==> src/rtl/sc_mac_s2b_window_if.sv <==
// sc_mac_s2b_window_if: control, bitstream and result handshake bundle for the S2B window converter
interface sc_mac_s2b_window_if #(
    parameter int WIN_LOG2   = 8,
    parameter int SCALE_LOG2 = 4
);
    logic                         start;
    logic                         abort;
    logic                         in_bit;
    logic                         load_o;
    logic                         busy;
    logic                         out_valid;
    logic                         out_ready;
    logic [WIN_LOG2:0]            out_count;
    logic [WIN_LOG2+SCALE_LOG2:0] out_scaled;
    modport master (
        input  start, abort, in_bit, out_ready,
        output load_o, busy, out_valid, out_count, out_scaled
    );
    modport slave (
        output start, abort, in_bit, out_ready,
        input  load_o, busy, out_valid, out_count, out_scaled
    );
endinterface

==> src/rtl/sc_mac_s2b_window.sv <==
// sc_mac_s2b_window: loads the MAC, skips its warm-up, counts ones over 2^WIN_LOG2 cycles, hands out count and rescaled count
module sc_mac_s2b_window #(
    parameter int WIN_LOG2   = 8,
    parameter int SCALE_LOG2 = 4,
    parameter int WARMUP     = 2
) (
    input logic                 clk,
    input logic                 rst,
    sc_mac_s2b_window_if.master bus
);
    localparam logic [2:0] S_IDLE = 3'd0;
    localparam logic [2:0] S_LOAD = 3'd1;
    localparam logic [2:0] S_WARM = 3'd2;
    localparam logic [2:0] S_ACC  = 3'd3;
    localparam logic [2:0] S_HOLD = 3'd4;
    localparam logic [3:0] WARM_LAST = 4'(WARMUP > 0 ? WARMUP - 1 : 0);

    logic [2:0]          state, nxt;
    logic [3:0]          warm_cnt;
    logic [WIN_LOG2-1:0] win_cnt;
    logic [WIN_LOG2:0]   acc, acc_nxt;

    // Next state and running sum; abort beats every other exit from a busy state
    always_comb begin
        acc_nxt = acc + (WIN_LOG2+1)'(bus.in_bit);
        nxt = (state != S_IDLE && bus.abort)               ? S_IDLE :
              (state == S_IDLE && bus.start)               ? S_LOAD :
              (state == S_LOAD)                            ? (WARMUP > 0 ? S_WARM : S_ACC) :
              (state == S_WARM && warm_cnt == WARM_LAST)   ? S_ACC  :
              (state == S_ACC && &win_cnt)                 ? S_HOLD :
              (state == S_HOLD && bus.out_ready)           ? S_IDLE : state;
    end

    // All outputs are registered from the next state so nothing passes combinationally to a port
    always_ff @(posedge clk or posedge rst) begin
        if (rst) begin
            state          <= S_IDLE;
            warm_cnt       <= '0;
            win_cnt        <= '0;
            acc            <= '0;
            bus.load_o     <= 1'b0;
            bus.busy       <= 1'b0;
            bus.out_valid  <= 1'b0;
            bus.out_count  <= '0;
            bus.out_scaled <= '0;
        end else begin
            state         <= nxt;
            warm_cnt      <= (state == S_WARM) ? warm_cnt + 4'd1 : '0;
            win_cnt       <= (state == S_ACC) ? win_cnt + WIN_LOG2'(1) : '0;
            acc           <= (state == S_ACC) ? acc_nxt : '0;
            bus.load_o    <= nxt == S_LOAD;
            bus.busy      <= nxt != S_IDLE;
            bus.out_valid <= nxt == S_HOLD;
            if (state == S_ACC && nxt == S_HOLD) begin
                bus.out_count  <= acc_nxt;
                bus.out_scaled <= {acc_nxt, {SCALE_LOG2{1'b0}}};
            end
        end
    end
endmodule
==> src/flat_wrapper.sv <==
// flat-port wrapper written by rule: the top's interface ports become plain ports
module sc_mac_s2b_window_flat 
#(
    parameter int WIN_LOG2   = 8,
    parameter int SCALE_LOG2 = 4,
    parameter int WARMUP     = 2
)
  (clk, rst, bus_start, bus_abort, bus_in_bit, bus_out_ready, bus_load_o, bus_busy, bus_out_valid, bus_out_count, bus_out_scaled);
  sc_mac_s2b_window_if #(.WIN_LOG2(WIN_LOG2), .SCALE_LOG2(SCALE_LOG2)) bus_i ();
  input logic clk;
  input logic rst;
  input wire logic [$bits(bus_i.start)-1:0] bus_start;
  input wire logic [$bits(bus_i.abort)-1:0] bus_abort;
  input wire logic [$bits(bus_i.in_bit)-1:0] bus_in_bit;
  input wire logic [$bits(bus_i.out_ready)-1:0] bus_out_ready;
  output wire logic [$bits(bus_i.load_o)-1:0] bus_load_o;
  output wire logic [$bits(bus_i.busy)-1:0] bus_busy;
  output wire logic [$bits(bus_i.out_valid)-1:0] bus_out_valid;
  output wire logic [$bits(bus_i.out_count)-1:0] bus_out_count;
  output wire logic [$bits(bus_i.out_scaled)-1:0] bus_out_scaled;
  assign bus_i.start = bus_start;
  assign bus_i.abort = bus_abort;
  assign bus_i.in_bit = bus_in_bit;
  assign bus_i.out_ready = bus_out_ready;
  assign bus_load_o = bus_i.load_o;
  assign bus_busy = bus_i.busy;
  assign bus_out_valid = bus_i.out_valid;
  assign bus_out_count = bus_i.out_count;
  assign bus_out_scaled = bus_i.out_scaled;
  sc_mac_s2b_window #(.WIN_LOG2(WIN_LOG2), .SCALE_LOG2(SCALE_LOG2), .WARMUP(WARMUP)) u_core (.clk(clk), .rst(rst), .bus(bus_i));
endmodule
==> config.mk <==
export PLATFORM = sky130hd
export DESIGN_NAME = sc_mac_s2b_window_flat
export DESIGN_NICKNAME = d
export VERILOG_FILES = /design/src/rtl/sc_mac_s2b_window_if.sv /design/src/rtl/sc_mac_s2b_window.sv /design/src/flat_wrapper.sv
export SDC_FILE = /design/constraint.sdc
export NUM_CORES = 1
export LEC_CHECK = 0
export ABC_AREA = 1
export BUFFER_PORTS_ARGS = -buffer_cell sky130_fd_sc_hd__buf_4
export CAP_MARGIN = 10
export CELL_PAD_IN_SITES_DETAIL_PLACEMENT = 1
export CELL_PAD_IN_SITES_GLOBAL_PLACEMENT = 1
export CORE_MARGIN = 3
export CORE_UTILIZATION = 37
export DETAILED_ROUTE_END_ITERATION = 8
export PLACE_DENSITY_LB_ADDON = 0.1
export RECOVER_POWER = 25
export SLEW_MARGIN = 25
export SYNTH_ARGS = -nofsm -noshare
export SYNTH_HDL_FRONTEND = slang
export SYNTH_SLANG_ARGS = --single-unit
==> constraint.sdc <==
create_clock -name clk -period 1.61 [get_ports clk]
set_clock_uncertainty 0.2 [all_clocks]
set_input_delay 0.161 -clock clk [delete_from_list [all_inputs] [get_ports clk]]
set_output_delay 0.161 -clock clk [all_outputs]
set_load 0.005 [all_outputs]
==> flow_summary.json <==
{
  "outcome": "complete, but fails checks",
  "violations": "setup timing",
  "r2r_end": "u_core.bus.out_count[5]",
  "grt_use_total_pct": 18.34,
  "antenna_found_initial": 0,
  "routed_via_density": 4.893,
  "clkTransAtPathRegs_ns": 0.08,
  "worstHoldPathCells": 3,
  "path_max_fanout": 5,
  "multi_input_area_um2": 908.4,
  "fin_cells": 298,
  "regArea_um2": 903.4,
  "ys.flop_type": "dfrtp_1",
  "ant_nets": 0,
  "ys_async_sr_fraction_pct": 100.0,
  "seq_area_frac_synth_pct": 51.43,
  "vdd.ir_drop.worst_mv": 0.5987,
  "pwr_density_cell_nw_per_um2": 1093,
  "hp-start": "bus_start",
  "die_area_um2": 5596,
  "coreArea_um2": 4474,
  "fmax_mhz": 522.7,
  "place_hpwl_um": 2994,
  "synth_edf_count": 0,
  "io_buffers": 26,
  "setup_ws_ns": -0.3032,
  "n_fill_cell": 513,
  "fp.dieH_um": 74.81,
  "min_path_type": "in -> reg",
  "grt_pass1_vias": 1491,
  "overflow": 0,
  "grt_max_degree": 37,
  "critPathLaunchType": "flop",
  "synth_top_area_share_pct": 51.43,
  "setup_viol": 14,
  "final_common_cell": "buf_4",
  "period_needed_ns": 1.913,
  "r2r_cells": 11,
  "clk_latency_ns": 0.29,
  "wl_per_cell_um": 16.18,
  "required_ns": 1.64,
  "power_mw": 2.757,
  "hold_viol_final": 0,
  "drv_cap": 0,
  "vias": 1458,
  "grt_pass1_wl_um": 7452,
  "start_util_pct": 39.15,
  "power_leakage_nw": 1.197,
  "crit_type": "reg -> reg",
  "tightest_slew_ns": 0.8467,
  "min_to": "u_core.bus.load_o",
  "fin_crit_sh_pct": 118.8,
  "synth_top_cell_by_area": "dfrtp_1",
  "drtIter0Drc": 51,
  "synth_seq_cells": 36,
  "ys_top_cells_by_area": "dfrtp_1 51%, nand2_1 6.9%, buf_4 5.6%",
  "relSlewSlack_pct": 43.55,
  "synth_cells": 195,
  "final_cell_mix": "44 x buf_4, 34 x dfrtp_1, 24 x inv_1, 23 x nand2_1, 20 x nor2_1",
  "cts-root-buf": "clkbuf_8",
  "nNetsFinal": 256,
  "drive_gt1_share_pct": 43.50,
  "fin_hold_ws_ns": 0.004695,
  "cp-end-kind": "flop",
  "cts_buffer_depth": 2,
  "die_x_um": 74.81,
  "syn_avg_cell_area_um2": 8.983,
  "ios": 31,
  "ys_warn_count": 0,
  "cp_data_arrival_time_ns": 1.94,
  "cts.sinks": 36,
  "std_cell_rows": 24,
  "dp_cells": 279,
  "cts_tree": "done",
  "syn2layout_area_growth_pct": 43.93,
  "slew_violations": 0,
  "gp_congestion": 0.7815,
  "htreeDepth": 2,
  "synth_area_um2": 1752,
  "cts_made_buffers": 5,
  "reg2reg_from": "u_core.win_cnt[1]",
  "netlist-cell-type-count": 26,
  "routed_wirelength_um": 4823,
  "dp_slack_ns": -0.1781,
  "n_antenna_cell": 0,
  "drcViolationCount": 0,
  "drt-pass1-iter-count": 4,
  "rsz0062_at_grt": "true",
  "rrSetupSlack_ns": -0.30
}
[synthesized netlist by cell type, types with 2 or more instances]
master and instances:
nand2_1 32, xor2_1 7, inv_2 2, nand2_2 5
buf_4 13, inv_1 26, dfrtp_1 36, ha_1 5
a21oi_1 5, nand3_1 18, xnor2_1 2, nor2_1 25
o21ai_0 3, nor3_1 4
[kinds of logic (layout without fill, tap and decap cells)]
| group | Yosys count | count (layout) | synth area share [%] |
|---|---|---|---|
| AO/OA/AOI/OAI | 9 | 9 | 2.785 |
| buffers and inverters | 43 | 89 | 12.07 |
| XOR/XNOR | 9 | 9 | 4.500 |
| flip-flops | 36 | 36 | 51.43 |
| adder cells (fa/ha/maj) | 5 | 5 | 3.571 |
| AND/OR/NAND/NOR | 92 | 94 | 25.43 |
| other | 1 | 4 | 0.2141 |
[stage by stage]
step                      cell area (um^2)  utilization [%]  setup TNS [ns]
after global routing                  2521            56.35          -4.912
after floorplan                       1775                -         -0.2944
after global placement                2064            46.14         -0.8428
final                                 2521            56.35          -3.020
after detailed placement              2064            46.14          -1.864
after CTS                             2360            52.74          -1.553
[timing repair]
item | 4_1_cts | 5_1_grt
hold buffers | 1 | 0
resized for setup | 29 | 29
buffers inserted | 4 | 5
endpoints found under the setup margin | 19 | 27
pin swaps | 17 | 17
gates cloned | 2 | 0
endpoints found under the hold margin | 36 | 0
[critical path, stage by stage, from the launching register on]
cell and delay (ns):
dfrtp_1 0.38, ha_2 0.20, nand2_2 0.07, nor2_4 0.12, nand3_2 0.10, nand2_2 0.11
nand2_4 0.07, inv_4 0.09, nand2_8 0.07, nor2_4 0.23, nand3_2 0.10, nand2_1 0.08
[layer usage]
metal	wire [um]	global-route usage, %	share of wire [%]	up-vias
li1	-	-	-	692
met1	1845	20.94	38	736
met2	2775	33.56	58	20
met3	107	4.005	2.2	10
met4	95	6.522	2.0	0
met5	0	0	0	-
[report_power, final]
group	switching, mW	internal (mW)	leakage [nW]
registers	0.0731	0.992	0.492
logic	0.572	0.443	0.660
clock network	0.327	0.349	0.0455
total	0.973	1.78	1.20
[state kept, by name (all words and copies together), names as in the netlist]
| signal | flops |
|---|---|
| u_core.warm_cnt | 4 |
| u_core.win_cnt | 8 |
| u_core.acc | 9 |
| u_core.state | 3 |
| u_core.bus.busy | 1 |
| u_core.bus.out_valid | 1 |
| u_core.bus.out_count | 9 |
| u_core.bus.load_o | 1 |
[cell type report]
class,count,area share [%]
tap,52,2.581
timing repair buffer,53,17.37
clock buffer,8,3.573
multi-input combinational,121,36.03
sequential,36,35.83
inverter,28,4.615
[how the worst max path moves through the flow]
| stage | end | from |
|---|---|---|
| global route | u_core.bus.out_count[5] | u_core.win_cnt[1] |
| global placement | u_core.bus.out_count[8] | u_core.win_cnt[1] |
| detailed placement | u_core.bus.out_count[6] | u_core.win_cnt[0] |
| CTS | u_core.bus.out_count[6] | u_core.win_cnt[0] |
| finish | u_core.bus.out_count[5] | u_core.win_cnt[1] |
| floorplan | u_core.bus.out_count[0] | u_core.win_cnt[0] |
Power figures use the tool's default switching activity.
